[src/rtl/mv_spimaster_multi.sv]
// mv_spimaster_multi: parametrised full-duplex SPI master.
// One word per request, with configurable width, SCLK divider, per-transfer
// CPOL/CPHA, bit order and chip-select hold across consecutive words.
module mv_spimaster_multi #(
    parameter int DATA_W   = 8,
    parameter int NUM_CS   = 4,
    parameter int CS_SEL_W = 2,
    parameter int CLK_DIV  = 2
) (
    input  logic                clk,
    input  logic                reset,
    input  logic                rw_req,
    input  logic [DATA_W-1:0]   wr_data,
    input  logic [CS_SEL_W-1:0] cs_sel,
    input  logic                cpol,
    input  logic                cpha,
    input  logic                lsb_first,
    input  logic                hold_cs,
    output logic [DATA_W-1:0]   rd_data,
    output logic                rd_strobe,
    output logic                ready,
    output logic                sclk,
    output logic                mosi,
    input  logic                miso,
    output logic [NUM_CS-1:0]   cs_n
);

    localparam int HC_W = (CLK_DIV > 1) ? $clog2(CLK_DIV) : 1;
    localparam int BC_W = $clog2(DATA_W + 1);
    localparam logic [HC_W-1:0] HC_LOAD = HC_W'(CLK_DIV - 1);

    typedef enum logic [2:0] {
        S_IDLE,
        S_CS_GAP,
        S_CS_SETUP,
        S_LEAD,
        S_TRAIL,
        S_CS_HOLD,
        S_DONE
    } state_t;

    state_t state;
    state_t next_state;

    // Half-period and bit counters
    logic [HC_W-1:0] hcnt;
    logic [HC_W-1:0] hcnt_d;
    logic [BC_W-1:0] bcnt;
    logic [BC_W-1:0] bcnt_d;

    // Shift registers
    logic [DATA_W-1:0] tx_sh;
    logic [DATA_W-1:0] tx_d;
    logic [DATA_W-1:0] rx_sh;
    logic [DATA_W-1:0] rx_d;

    // Configuration captured when a request is accepted
    logic [CS_SEL_W-1:0] cs_sel_q;
    logic                cpol_q;
    logic                cpha_q;
    logic                lsb_q;
    logic                hold_q;

    // Next values of the registered outputs
    logic              sclk_d;
    logic              mosi_d;
    logic [NUM_CS-1:0] cs_n_d;
    logic [DATA_W-1:0] rd_data_d;
    logic              rd_strobe_d;
    logic              ready_d;

    // Control terms shared by the combinational processes
    logic                accept;
    logic                hc_zero;
    logic                need_gap;
    logic                entering;
    logic                drive;
    logic                sample;
    logic                c_pol;
    logic                c_pha;
    logic                c_lsb;
    logic [CS_SEL_W-1:0] c_sel;
    logic [DATA_W-1:0]   tx_cur;

    // Active-low select pattern for one slave; out-of-range index selects none
    function automatic logic [NUM_CS-1:0] sel_mask(input logic [CS_SEL_W-1:0] sel);
        logic [NUM_CS-1:0] m;
        m = '1;
        for (int unsigned i = 0; i < NUM_CS; i++) begin
            if (32'(sel) == i) begin
                m[i] = 1'b0;
            end
        end
        return m;
    endfunction

    assign accept   = (state == S_IDLE) && rw_req;
    assign hc_zero  = (hcnt == '0);
    // A held select for another slave must be released for one half-period
    assign need_gap = (cs_n != '1) && (cs_sel != cs_sel_q);
    assign entering = (next_state != state);

    // On the acceptance edge the inputs are used directly, before they are latched
    assign c_pol  = accept ? cpol      : cpol_q;
    assign c_pha  = accept ? cpha      : cpha_q;
    assign c_lsb  = accept ? lsb_first : lsb_q;
    assign c_sel  = accept ? cs_sel    : cs_sel_q;
    assign tx_cur = accept ? wr_data   : tx_sh;

    // State register
    always_ff @(posedge clk or posedge reset) begin
        if (reset) begin
            state <= S_IDLE;
        end else begin
            state <= next_state;
        end
    end

    // Next-state logic: every timed state lasts one half-period
    always_comb begin
        next_state = state;
        case (state)
            S_IDLE: begin
                if (rw_req) begin
                    next_state = need_gap ? S_CS_GAP : S_CS_SETUP;
                end
            end
            S_CS_GAP: begin
                if (hc_zero) next_state = S_CS_SETUP;
            end
            S_CS_SETUP: begin
                if (hc_zero) next_state = S_LEAD;
            end
            S_LEAD: begin
                if (hc_zero) next_state = S_TRAIL;
            end
            S_TRAIL: begin
                if (hc_zero) next_state = (bcnt != '0) ? S_LEAD : S_CS_HOLD;
            end
            S_CS_HOLD: begin
                if (hc_zero) next_state = S_DONE;
            end
            S_DONE: begin
                next_state = S_IDLE;
            end
            default: begin
                next_state = S_IDLE;
            end
        endcase
    end

    // Output and datapath next values, keyed on the state being entered
    always_comb begin
        sclk_d      = sclk;
        mosi_d      = mosi;
        cs_n_d      = cs_n;
        rd_data_d   = rd_data;
        rd_strobe_d = 1'b0;
        ready_d     = (next_state == S_IDLE);
        tx_d        = accept ? wr_data : tx_sh;
        rx_d        = accept ? '0 : rx_sh;
        drive       = 1'b0;

        hcnt_d = entering ? HC_LOAD : (hc_zero ? hcnt : hcnt - HC_W'(1));
        if (accept) begin
            bcnt_d = BC_W'(DATA_W);
        end else if (entering && (next_state == S_TRAIL)) begin
            bcnt_d = bcnt - BC_W'(1);
        end else begin
            bcnt_d = bcnt;
        end

        // miso is captured at the end of the sampling half-period
        sample = hc_zero &&
                 (((state == S_LEAD) && !cpha_q) || ((state == S_TRAIL) && cpha_q));
        if (sample) begin
            rx_d = lsb_q ? {miso, rx_sh[DATA_W-1:1]} : {rx_sh[DATA_W-2:0], miso};
        end

        case (next_state)
            S_IDLE: begin
                sclk_d = cpol;
                mosi_d = 1'b0;
            end
            S_CS_GAP: begin
                sclk_d = c_pol;
                mosi_d = 1'b0;
                cs_n_d = '1;
            end
            S_CS_SETUP: begin
                sclk_d = c_pol;
                cs_n_d = sel_mask(c_sel);
                drive  = entering && !c_pha;
            end
            S_LEAD: begin
                sclk_d = ~c_pol;
                drive  = entering && c_pha;
            end
            S_TRAIL: begin
                sclk_d = c_pol;
                // bcnt still counts the bit in flight here; 1 means it was the last
                drive  = entering && !c_pha && (bcnt != BC_W'(1));
            end
            S_CS_HOLD: begin
                sclk_d = c_pol;
                mosi_d = 1'b0;
            end
            S_DONE: begin
                sclk_d      = c_pol;
                mosi_d      = 1'b0;
                rd_data_d   = rx_sh;
                rd_strobe_d = 1'b1;
                cs_n_d      = hold_q ? cs_n : '1;
            end
            default: begin
                sclk_d = c_pol;
            end
        endcase

        if (drive) begin
            mosi_d = c_lsb ? tx_cur[0] : tx_cur[DATA_W-1];
            tx_d   = c_lsb ? (tx_cur >> 1) : (tx_cur << 1);
        end
    end

    // Registered outputs, counters, shift registers and latched configuration
    always_ff @(posedge clk or posedge reset) begin
        if (reset) begin
            hcnt      <= '0;
            bcnt      <= '0;
            tx_sh     <= '0;
            rx_sh     <= '0;
            cs_sel_q  <= '0;
            cpol_q    <= 1'b0;
            cpha_q    <= 1'b0;
            lsb_q     <= 1'b0;
            hold_q    <= 1'b0;
            sclk      <= 1'b0;
            mosi      <= 1'b0;
            cs_n      <= '1;
            rd_data   <= '0;
            rd_strobe <= 1'b0;
            ready     <= 1'b1;
        end else begin
            hcnt      <= hcnt_d;
            bcnt      <= bcnt_d;
            tx_sh     <= tx_d;
            rx_sh     <= rx_d;
            sclk      <= sclk_d;
            mosi      <= mosi_d;
            cs_n      <= cs_n_d;
            rd_data   <= rd_data_d;
            rd_strobe <= rd_strobe_d;
            ready     <= ready_d;
            if (accept) begin
                cs_sel_q <= cs_sel;
                cpol_q   <= cpol;
                cpha_q   <= cpha;
                lsb_q    <= lsb_first;
                hold_q   <= hold_cs;
            end
        end
    end

endmodule

[config.mk]
export PLATFORM = sky130hd
export DESIGN_NAME = mv_spimaster_multi
export DESIGN_NICKNAME = d
export VERILOG_FILES = /design/src/rtl/mv_spimaster_multi.sv
export SDC_FILE = /design/constraint.sdc
export NUM_CORES = 1
export LEC_CHECK = 0
export ABC_AREA = 1
export BUFFER_PORTS_ARGS = -buffer_cell sky130_fd_sc_hd__buf_2
export CAP_MARGIN = 20
export CELL_PAD_IN_SITES_DETAIL_PLACEMENT = 1
export CELL_PAD_IN_SITES_GLOBAL_PLACEMENT = 1
export CORE_ASPECT_RATIO = 0.8
export CORE_UTILIZATION = 38
export CTS_BUF_LIST = sky130_fd_sc_hd__clkbuf_8 sky130_fd_sc_hd__clkbuf_16
export CTS_CLUSTER_DIAMETER = 40
export CTS_CLUSTER_SIZE = 30
export DETAILED_ROUTE_END_ITERATION = 16
export PLACE_DENSITY_LB_ADDON = 0.05
export SYNTH_ARGS = -nofsm -noshare
export SYNTH_HDL_FRONTEND = slang
export SYNTH_SLANG_ARGS = --single-unit
[constraint.sdc]
create_clock -name clk -period 1.6 [get_ports clk]
set_input_delay 0.24 -clock clk [delete_from_list [all_inputs] [get_ports clk]]
set_output_delay 0.24 -clock clk [all_outputs]
set_load 0.03 [all_outputs]
==> results of run 1 <==
metal layers:
metal	routed length, um	GRT usage	part of all wire	vias to the layer above
met3	200	0.0378	0.027	19
met2	3770	0.383	0.50	37
met4	189	0.0764	0.025	0
met1	3380	0.296	0.45	1165
met5	0	0	0	-
li1	-	-	-	1193
sequential cells by signal, indices dropped and copies added (netlist names), 2 cells and up:
name	cells
rd_data	8
state	3
rx_sh	8
bcnt	4
cs_n	4
tx_sh	8
cs_sel_q	2
worst max path at each step:
stage                         from                  end  slack [ns]  cells after the start
3_3_place_gp    state[1]$_DFF_PP0_  cs_n[3]$_DFFE_PP1P_       -0.15                     10
6_report        state[0]$_DFF_PP0_   tx_sh[0]$_DFF_PP0_       -0.21                     11
4_1_cts         state[1]$_DFF_PP0_   tx_sh[5]$_DFF_PP0_       -0.17                     11
2_1_floorplan  cs_n[1]$_DFFE_PP1P_     mosi$_DFFE_PP0P_       -0.09                     14
3_5_place_dp    state[1]$_DFF_PP0_  cs_n[0]$_DFFE_PP1P_       -0.23                      9
5_1_grt         state[0]$_DFF_PP0_   tx_sh[4]$_DFF_PP0_       -0.32                     13
logic make-up (layout without fill, tap and decap cells):
family	Yosys count	after routing	share of synthesized area
simple gates	167	167	0.325
compound gates	48	48	0.116
flops	46	46	0.467
buf+inv	45	146	0.0778
fa+ha+maj	2	2	0.0101
xor+xnor	1	1	0.00354
stage by stage:
stage / area (um2) / worst slack (ns)
final: 3690 / -0.215
after detailed placement: 3040 / -0.227
after CTS: 3480 / -0.168
after floorplan: 2480 / -0.0914
after global routing: 3690 / -0.317
after global placement: 3040 / -0.152
cell type report:
type	count	share of cell area
sequential	46	0.314
timing repair buffer	97	0.196
clock buffer	5	0.0187
inverter	40	0.0468
clock inverter	3	0.00780
timing repair inverter	1	0.00170
multi-input combinational	218	0.388
tap	81	0.0275
placed cells by master, fill, tap and decap left out, types with 7 or more instances in the layout:
master   Yosys  layout
buf_2        1      33
buf_4        0      49
buf_6        2      11
dfrtp_1     41      40
inv_1       28      23
inv_2       10      11
nand2_1    101      88
nand2_2      6      13
nand2_4      2       7
nand3_1     20      11
nand3_2      4      10
nand3_4      4       7
nor2_1      16      16
o21ai_0     23      21
o22ai_2      0       7
power by group:
group	switching (mW)	internal (mW)
Combinational	3.20	2.22
Sequential	0.195	1.58
Clock	0.482	0.328
Total	3.88	4.12
worst reg2reg max path: stages, from the launching register on:
cell	delay [ns]
dfrtp_1	0.41
buf_4	0.15
nand2_1	0.12
nand3_1	0.13
nand2_1	0.13
nand2_4	0.09
buf_4	0.15
nand3_4	0.09
nand3_4	0.15
buf_12	0.18
nand3_2	0.07
nand2_1	0.06
what timing repair did:
action / 4_1_cts / 5_1_grt
endpoints found under the setup margin: 17 / 28
endpoints found under the hold margin: 41 / 0
cloned: 1 / 0
hold buffers: 1 / 0
buffers inserted: 14 / 8
pin swaps: 23 / 16
resized for setup: 51 / 35
==> flow_metrics.tcl, run 1 <==
set metrics [dict create \
    status "complete, but fails checks" \
    violations "setup timing" \
    synth_cell_types 34 \
    port_buffers 33 \
    slowest_stage "dfrtp_1" \
    fmaxAchievable_ghz 0.551 \
    coreArea_um2 6100 \
    ioPinCount 34 \
    start_kind "flop" \
    synth_async_sr_flop_share 1.00 \
    synthToLayoutAreaGrowth_pct 48.8 \
    antennaDiodeCount 0 \
    cts_tree "yes" \
    crit_family "simple AND/OR/NAND/NOR gates" \
    clk_pin_slew_ns 0.11 \
    ys_seq_area_frac 0.467 \
    crit_chain "buf_4, nand2_1, nand3_1, nand2_1, nand2_4, buf_4, nand3_4, nand3_4, buf_12, nand3_2, nand2_1" \
    rsz0062_at_grt "true" \
    grt_pass1_vias 2455 \
    critical_path_class "reg2reg" \
    place_congestion 0.820 \
    maxCapViolCount 0 \
    synthFlopType "dfrtp_1" \
    postRouteAntennaNets 0 \
    finalCritPeriodShare 1.13 \
    synthCells 309 \
    clock_latency_ns 0.32 \
    synth_commonest_cells "nand2_1, dfrtp_1, inv_1, o21ai_0, nand3_1" \
    total_power_mw 8.00 \
    arrival_ns 2.04 \
    start_util 0.406 \
    post-place-cells 460 \
    min_period_ns 1.81 \
    finalSetupViolCount 14 \
    multiInputGateArea_um2 1430 \
    ys_ff_latch 46 \
    yosysTopAreaCellShare 0.414 \
    regArea_um2 1160 \
    via_per_inst 4.92 \
    required_ns 1.82 \
    rrSetupSlack_ns -0.21 \
    layout.cells.non_filler 491 \
    rows 25 \
    cts_root_buf "clkbuf_8" \
    track_usage 0.225 \
    hold_class "in2reg" \
    rr_worst_depth 11 \
    r2r_start "state[0]$_DFF_PP0_" \
    cp_num_buf_inv 3 \
    wire_per_inst_um 15.4 \
    htree_levels 2 \
    tightestPinTransition_ns 0.381 \
    yosysMostFrequentCell "nand2_1" \
    wirelength_um 7550 \
    grt_max_degree 47 \
    cts.sinks 46 \
    power_density_nw_per_um2 2170 \
    drt_first_pass_iters 4 \
    end_kind "flop" \
    p_leak_nw 1.87 \
    whs_endpoint "hold_q$_DFFE_PP0P_" \
    fin_setup_tns_ns -2.39 \
    critical_path.max_fanout 6 \
    peakVddDrop_v 0.000842 \
    die_y_um 74.2 \
    maxSlewViolCount 0 \
    syn_area_per_cell_um2 8.02 \
    fin_hold_ws_ns 0.144 \
    cpMostUsedCell "nand2_1" \
    globalRoute.totalOverflow 0 \
    die_area_um2 6850 \
    syn_area_um2 2480 \
    num-fill-cells 754 \
    clock_path_buffers 2 \
    final_util 0.605 \
    antenna_found_initial 0 \
    holdCritStartpoint "hold_cs" \
    die_w_um 92.3 \
    vias 2414 \
    drcViolationCount 0 \
    fin_skew_ns 0.0146 \
    hpwl_um 4730 \
    synth_edf_count 0 \
    syn-num-nets 329 \
    synth_area_leaders "dfrtp_1, nand2_1, dfstp_2" \
    grt_pass1_wl_um 11800 \
    yosys.area.top_type "dfrtp_1" \
    synth_warnings 0 \
    slowest_delay_ns 0.41 \
    drive_above_1_share 0.471 \
    min_path_cells 3 \
    hold_viol_final 0 \
    rr_endpoint "tx_sh[0]$_DFF_PP0_" \
    first_iter_violations 54 \
    fin_nets 429 \
    numCtsBuffers 5 \
    worst_slew_margin_rel 0.743 \
    setup_ws_ns -0.215 \
]
No activity file was read; power rests on OpenSTA's default activity.
==> inputs of run 2 (changes only) <==
--- a/config.mk
+++ b/config.mk
@@ -16,6 +16,7 @@
 export CTS_CLUSTER_DIAMETER = 40
 export CTS_CLUSTER_SIZE = 30
 export DETAILED_ROUTE_END_ITERATION = 16
+export MAX_ROUTING_LAYER = met4
 export PLACE_DENSITY_LB_ADDON = 0.05
 export SYNTH_ARGS = -nofsm -noshare
 export SYNTH_HDL_FRONTEND = slang
==> run 2 against run 1 <==
The run still ends with setup timing left. Clock skew is 0.00077 ns lower. Sequential power hardly changed. Sequential cell count stayed put. Critical path depth stayed put. Via count is 0.62% higher. Sequential share of layout area stayed put. Total power hardly changed. Cell count stayed put. Register-to-register slack hardly changed. Non-clock buffer count stayed put. Critical path type unchanged.
==> flow_metrics.tcl, run 2 (synthesis results as in run 1) <==
set metrics [dict create \
    required_ns 1.82 \
    drive_above_1_share 0.471 \
    antenna_found_initial 0 \
    die_area_um2 6850 \
    hold_class "in2reg" \
    endpoint "tx_sh[0]$_DFF_PP0_" \
    wire_per_inst_um 15.4 \
    maxSlewViolCount 0 \
    setup_ws_ns -0.214 \
    postRouteAntennaNets 0 \
    worst_slew_margin_rel 0.743 \
    wirelength_um 7570 \
    synthToLayoutAreaGrowth_pct 48.8 \
    drt_first_pass_iters 4 \
    antennaDiodeCount 0 \
    dpl_cell_area_um2 3040 \
    via_per_inst 4.95 \
    final_common_cell "nand2_1" \
    drcViolationCount 0 \
    ioPinCount 34 \
    hold_viol_final 0 \
    maxCapViolCount 0 \
    layout.cells.non_filler 491 \
    grt_pass1_vias 2457 \
    peakVddDrop_v 0.000836 \
    post-place-cells 460 \
    p_leak_nw 1.87 \
    clock_path_buffers 2 \
    fin_hold_ws_ns 0.146 \
    cts_tree "yes" \
    final_util 0.605 \
    vias 2429 \
    critical_path_class "reg2reg" \
    power_density_nw_per_um2 2170 \
    cts.sinks 46 \
    clock_latency_ns 0.32 \
    rsz0062_at_grt "true" \
    setup.worst_path.start "state[0]$_DFF_PP0_" \
    rr_endpoint "tx_sh[0]$_DFF_PP0_" \
    end_kind "flop" \
    critical_path.max_fanout 6 \
    fin_nets 429 \
    start_kind "flop" \
    track_usage 0.233 \
    fmaxAchievable_ghz 0.551 \
    min_period_ns 1.81 \
    clk_pin_slew_ns 0.11 \
    fin_skew_ns 0.0139 \
    rows 25 \
    port_buffers 33 \
    postLayoutCellArea_um2 3690 \
    layout_common_cells "nand2_1, buf_4, dfrtp_1" \
    cts_root_buf "clkbuf_8" \
    globalRoute.totalOverflow 0 \
    num-fill-cells 754 \
    reg.largest.list "rd_data: 8 flops, rx_sh: 8 flops, tx_sh: 8 flops" \
    violations "setup timing" \
    hpwl_um 4730 \
    arrival_ns 2.03 \
    numCtsBuffers 5 \
    post-place-ws_ns -0.227 \
    die_w_um 92.3 \
    r2r_start "state[0]$_DFF_PP0_" \
    start_util 0.406 \
    holdCritStartpoint "hold_cs" \
    htree_levels 2 \
    place_congestion 0.832 \
    die_y_um 74.2 \
    coreArea_um2 6100 \
    grt_pass1_wl_um 11900 \
    finalSetupViolCount 14 \
    tightestPinTransition_ns 0.381 \
    status "complete, but fails checks" \
    grt_max_degree 47 \
    first_iter_violations 53 \
    rrSetupSlack_ns -0.21 \
    rr_worst_depth 11 \
    finalCritPeriodShare 1.13 \
]
run 2: cell counts in the layout (fill, tap and decap cells not counted):
No cell type changed its count.
run 2: routing by layer:
| metal | vias to the layer above | routed length, um | track usage |
|---|---|---|---|
| li1 | 1192 | - | - |
| met1 | 1178 | 3370 | 0.296 |
| met2 | 42 | 3800 | 0.384 |
| met3 | 17 | 243 | 0.0378 |
| met4 | 0 | 161 | 0.0764 |
| met5 | - | 0 | - |
run 2: what timing repair did:
action,in CTS,in global routing
resized for setup,51,35
setup endpoints to repair,17,28
cloned,1,0
pin swaps,23,16
endpoints found under the hold margin,41,0
hold buffers,1,0
buffers inserted,14,8
run 2: metrics by stage:
stage	total power, mW	TNS, ns
3_5_place_dp	5.69	-2.68
5_1_grt	8.58	-4.15
3_3_place_gp	5.56	-1.80
4_1_cts	7.45	-1.85
2_1_floorplan	4.34	-0.823
6_report	7.99	-2.31
run 2: where the power goes:
group | switching, mW | total (mW) | internal (mW)
clock network | 0.479 | 0.807 | 0.328
logic | 3.20 | 5.41 | 2.22
registers | 0.195 | 1.77 | 1.58
total | 3.87 | 7.99 | 4.12
run 2: final cells by class:
type / instances / area, um2 / area share
repair buffers: 97 / 722 / 0.196
inverters: 40 / 173 / 0.0468
clock buffers: 5 / 68.8 / 0.0187
well taps: 81 / 101 / 0.0275
repair inverters: 1 / 6.26 / 0.00170
flip-flops and latches: 46 / 1160 / 0.314
multi-input cells: 218 / 1430 / 0.388
clock inverters: 3 / 28.8 / 0.00780
run 2: worst max-delay path: stages (launching register included):
cell     delay [ns]
dfrtp_1        0.41
buf_4          0.15
nand2_1        0.12
nand3_1        0.13
nand2_1        0.13
nand2_4        0.09
buf_4          0.15
nand3_4        0.09
nand3_4        0.15
buf_12         0.18
nand3_2        0.07
nand2_1        0.05
run 2: worst min path at each step:
| stage | end | slack (ns) | cells past startpoint |
|---|---|---|---|
| after floorplan | hold_q$_DFFE_PP0P_ | 0.36 | 2 |
| after global placement | tx_sh[5]$_DFF_PP0_ | 0.30 | 3 |
| after detailed placement | tx_sh[5]$_DFF_PP0_ | 0.31 | 3 |
| after CTS | hold_q$_DFFE_PP0P_ | 0.14 | 3 |
| after global routing | hold_q$_DFFE_PP0P_ | 0.16 | 3 |
| final | hold_q$_DFFE_PP0P_ | 0.15 | 3 |
==> inputs of run 3 (changes only) <==
--- a/config.mk
+++ b/config.mk
@@ -6,7 +6,7 @@
 export NUM_CORES = 1
 export LEC_CHECK = 0
 export ABC_AREA = 1
-export BUFFER_PORTS_ARGS = -buffer_cell sky130_fd_sc_hd__buf_2
+export BUFFER_PORTS_ARGS = -buffer_cell sky130_fd_sc_hd__buf_4
 export CAP_MARGIN = 20
 export CELL_PAD_IN_SITES_DETAIL_PLACEMENT = 1
 export CELL_PAD_IN_SITES_GLOBAL_PLACEMENT = 1
@@ -16,8 +16,9 @@
 export CTS_CLUSTER_DIAMETER = 40
 export CTS_CLUSTER_SIZE = 30
 export DETAILED_ROUTE_END_ITERATION = 16
+export GPL_TIMING_DRIVEN = 1
 export MAX_ROUTING_LAYER = met4
-export PLACE_DENSITY_LB_ADDON = 0.05
+export PLACE_DENSITY = 0.86
 export SYNTH_ARGS = -nofsm -noshare
 export SYNTH_HDL_FRONTEND = slang
 export SYNTH_SLANG_ARGS = --single-unit
==> run 3 against run 2 <==
Largest power group unchanged. Non-clock buffer count grew 8. Sequential cell count unchanged. Register-to-register slack worse by 0.24 ns. Routed wire length increased by 54%. The flow still finishes with violations (setup timing). Cell area grew 4.6%. Sequential power increased by 6%. Clock skew shrank 0.0052 ns. Sequential share of layout area down 1.4 points.
==> flow_metrics.tcl, run 3 (synthesis results as in run 1) <==
set metrics [dict create \
    status "complete, but fails checks" \
    violations "setup timing" \
    rsz0062_at_grt "true" \
    rows 25 \
    min_period_ns 2.05 \
    place_congestion 0.885 \
    swShare 0.514 \
    worst_slew_margin_rel 0.709 \
    cts.sinks 46 \
    finalCritPeriodShare 1.28 \
    layout.cells.non_filler 500 \
    setup_ws_ns -0.450 \
    start_kind "flop" \
    pwr-share-clk 0.084 \
    cts_root_buf "clkbuf_8" \
    hpwl_um 5880 \
    reg.largest.list "rd_data: 8 flops, rx_sh: 8 flops, tx_sh: 8 flops" \
    grt_max_degree 19 \
    synthToLayoutAreaGrowth_pct 55.8 \
    clock_latency_ns 0.32 \
    p_comb_frac 0.708 \
    postRouteAntennaNets 0 \
    start_util 0.406 \
    post-place-cells 460 \
    min_path_cells 3 \
    maxSlewViolCount 0 \
    cp_num_buf_inv 3 \
    fin_skew_ns 0.00865 \
    end_kind "flop" \
    grt_pass1_wl_um 15800 \
    via_per_inst 5.69 \
    fmaxAchievable_ghz 0.488 \
    hold_class "in2reg" \
    wire_per_inst_um 23.4 \
    layout_common_cells "buf_4, nand2_1, dfrtp_1" \
    critical_path_class "reg2reg" \
    coreArea_um2 6100 \
    dpl_cell_area_um2 3110 \
    clock_path_buffers 2 \
    die_area_um2 6850 \
    path_depth 14 \
    tightestPinTransition_ns 0.433 \
    vias 2847 \
    drive_above_1_share 0.513 \
    p_switching_mw 4.65 \
    hold_viol_final 0 \
    p_leak_nw 1.93 \
    die_w_um 92.3 \
    numCtsBuffers 5 \
    postLayoutCellArea_um2 3860 \
    antenna_found_initial 0 \
    fin_hold_ws_ns 0.120 \
    track_usage 0.322 \
    drt_first_pass_iters 4 \
    peakVddDrop_v 0.000828 \
    crit_family "simple AND/OR/NAND/NOR gates" \
    arrival_ns 2.25 \
    rr_worst_depth 14 \
    antennaDiodeCount 0 \
    wirelength_um 11700 \
    finalSetupViolCount 27 \
    clk_pin_slew_ns 0.10 \
    fin_nets 438 \
    critical_path.max_fanout 6 \
    power_density_nw_per_um2 2340 \
    crit_chain "inv_2, nand2_2, nand2_2, nand2_2, nand2_4, buf_6, a21boi_4, nand3_1, nand3_4, nand2_4, inv_8, nand2_4, nand2_1, nand2_1" \
    drcViolationCount 0 \
    cts_tree "yes" \
    num-fill-cells 713 \
    die_y_um 74.2 \
    globalRoute.totalOverflow 0 \
    required_ns 1.80 \
    port_buffers 33 \
    final_common_cell "buf_4" \
    slowest_stage "dfrtp_1" \
    ioPinCount 34 \
    seqPwrFrac 0.208 \
    maxCapViolCount 0 \
    first_iter_violations 237 \
    grt_pass1_vias 3005 \
    htree_levels 2 \
    slowest_delay_ns 0.44 \
    cell_internal_pwr_mw 4.40 \
]
[run 3: cell types whose count changed in the layout (fill, tap and decap cells not counted), sizes merged]
cell    change
clkinv      +1
inv         -1
buf         +8
nand2       +1
[run 3: power by group through the flow]
stage | sequential, mW | combinational, mW | clock [mW]
after floorplan | 2.00 | 2.34 | 0
after global placement | 1.77 | 3.75 | 0
after global routing | 1.90 | 6.72 | 0.805
final | 1.88 | 6.41 | 0.763
after CTS | 1.79 | 5.14 | 0.720
after detailed placement | 1.81 | 4.05 | 0
[run 3: metal layers]
layer	wire, um	GRT usage	vias up	part of all wire
met5	0	-	-	0
met4	600	0.149	0	0.051
met3	752	0.0593	72	0.064
met2	5750	0.580	143	0.49
met1	4600	0.349	1424	0.39
li1	-	-	1208	-
[run 3: tightest hold or removal path, delay by kind of cell]
kind                   cells  cell delay [ns]
and+or+nand+nor            2             0.09
buffers and inverters      1             0.08
[run 3: worst paths after layout]
path | startpoint | end | slack (ns)
max in group asynchronous | reset | ready$_DFF_PP1_ | 0.65
min in group asynchronous | reset | rx_sh[7]$_DFFE_PP0P_ | 0.42
min | hold_cs | hold_q$_DFFE_PP0P_ | 0.12
min reg2reg | rd_data[3]$_DFFE_PP0P_ | rd_data[3]$_DFFE_PP0P_ | 0.51
max reg2reg | cs_sel_q[0]$_DFF_PP0_ | tx_sh[6]$_DFF_PP0_ | -0.45
max | cs_sel_q[0]$_DFF_PP0_ | tx_sh[6]$_DFF_PP0_ | -0.45
[run 3: what timing repair did]
item                                    4_1_cts  5_1_grt
endpoints found under the hold margin        10        0
hold buffers                                  1        0
endpoints found under the setup margin       24       27
gates resized for setup                      52       52
gates cloned                                  2        0
pin swaps                                    15       19
buffers inserted                             17       13
[run 3: per-stage QoR]
step | setup WS, ns | power [mW] | setup TNS (ns) | util
final | -0.450 | 9.05 | -5.98 | 0.633
after global placement | -0.155 | 5.51 | -1.70 | 0.509
after global routing | -0.474 | 9.42 | -7.34 | 0.633
after CTS | -0.235 | 7.65 | -3.04 | 0.584
after detailed placement | -0.284 | 5.86 | -3.96 | 0.509
after floorplan | -0.0914 | 4.34 | -0.823 | -
[run 3: area by class of cell]
class / instances / area (um2) / area share
inverters: 40 / 170 / 0.0441
well taps: 81 / 101 / 0.0263
clock inverters: 3 / 17.5 / 0.00454
flip-flops and latches: 46 / 1160 / 0.300
clock buffers: 5 / 68.8 / 0.0178
repair inverters: 1 / 3.75 / 0.000973
multi-input cells: 219 / 1470 / 0.381
repair buffers: 105 / 868 / 0.225
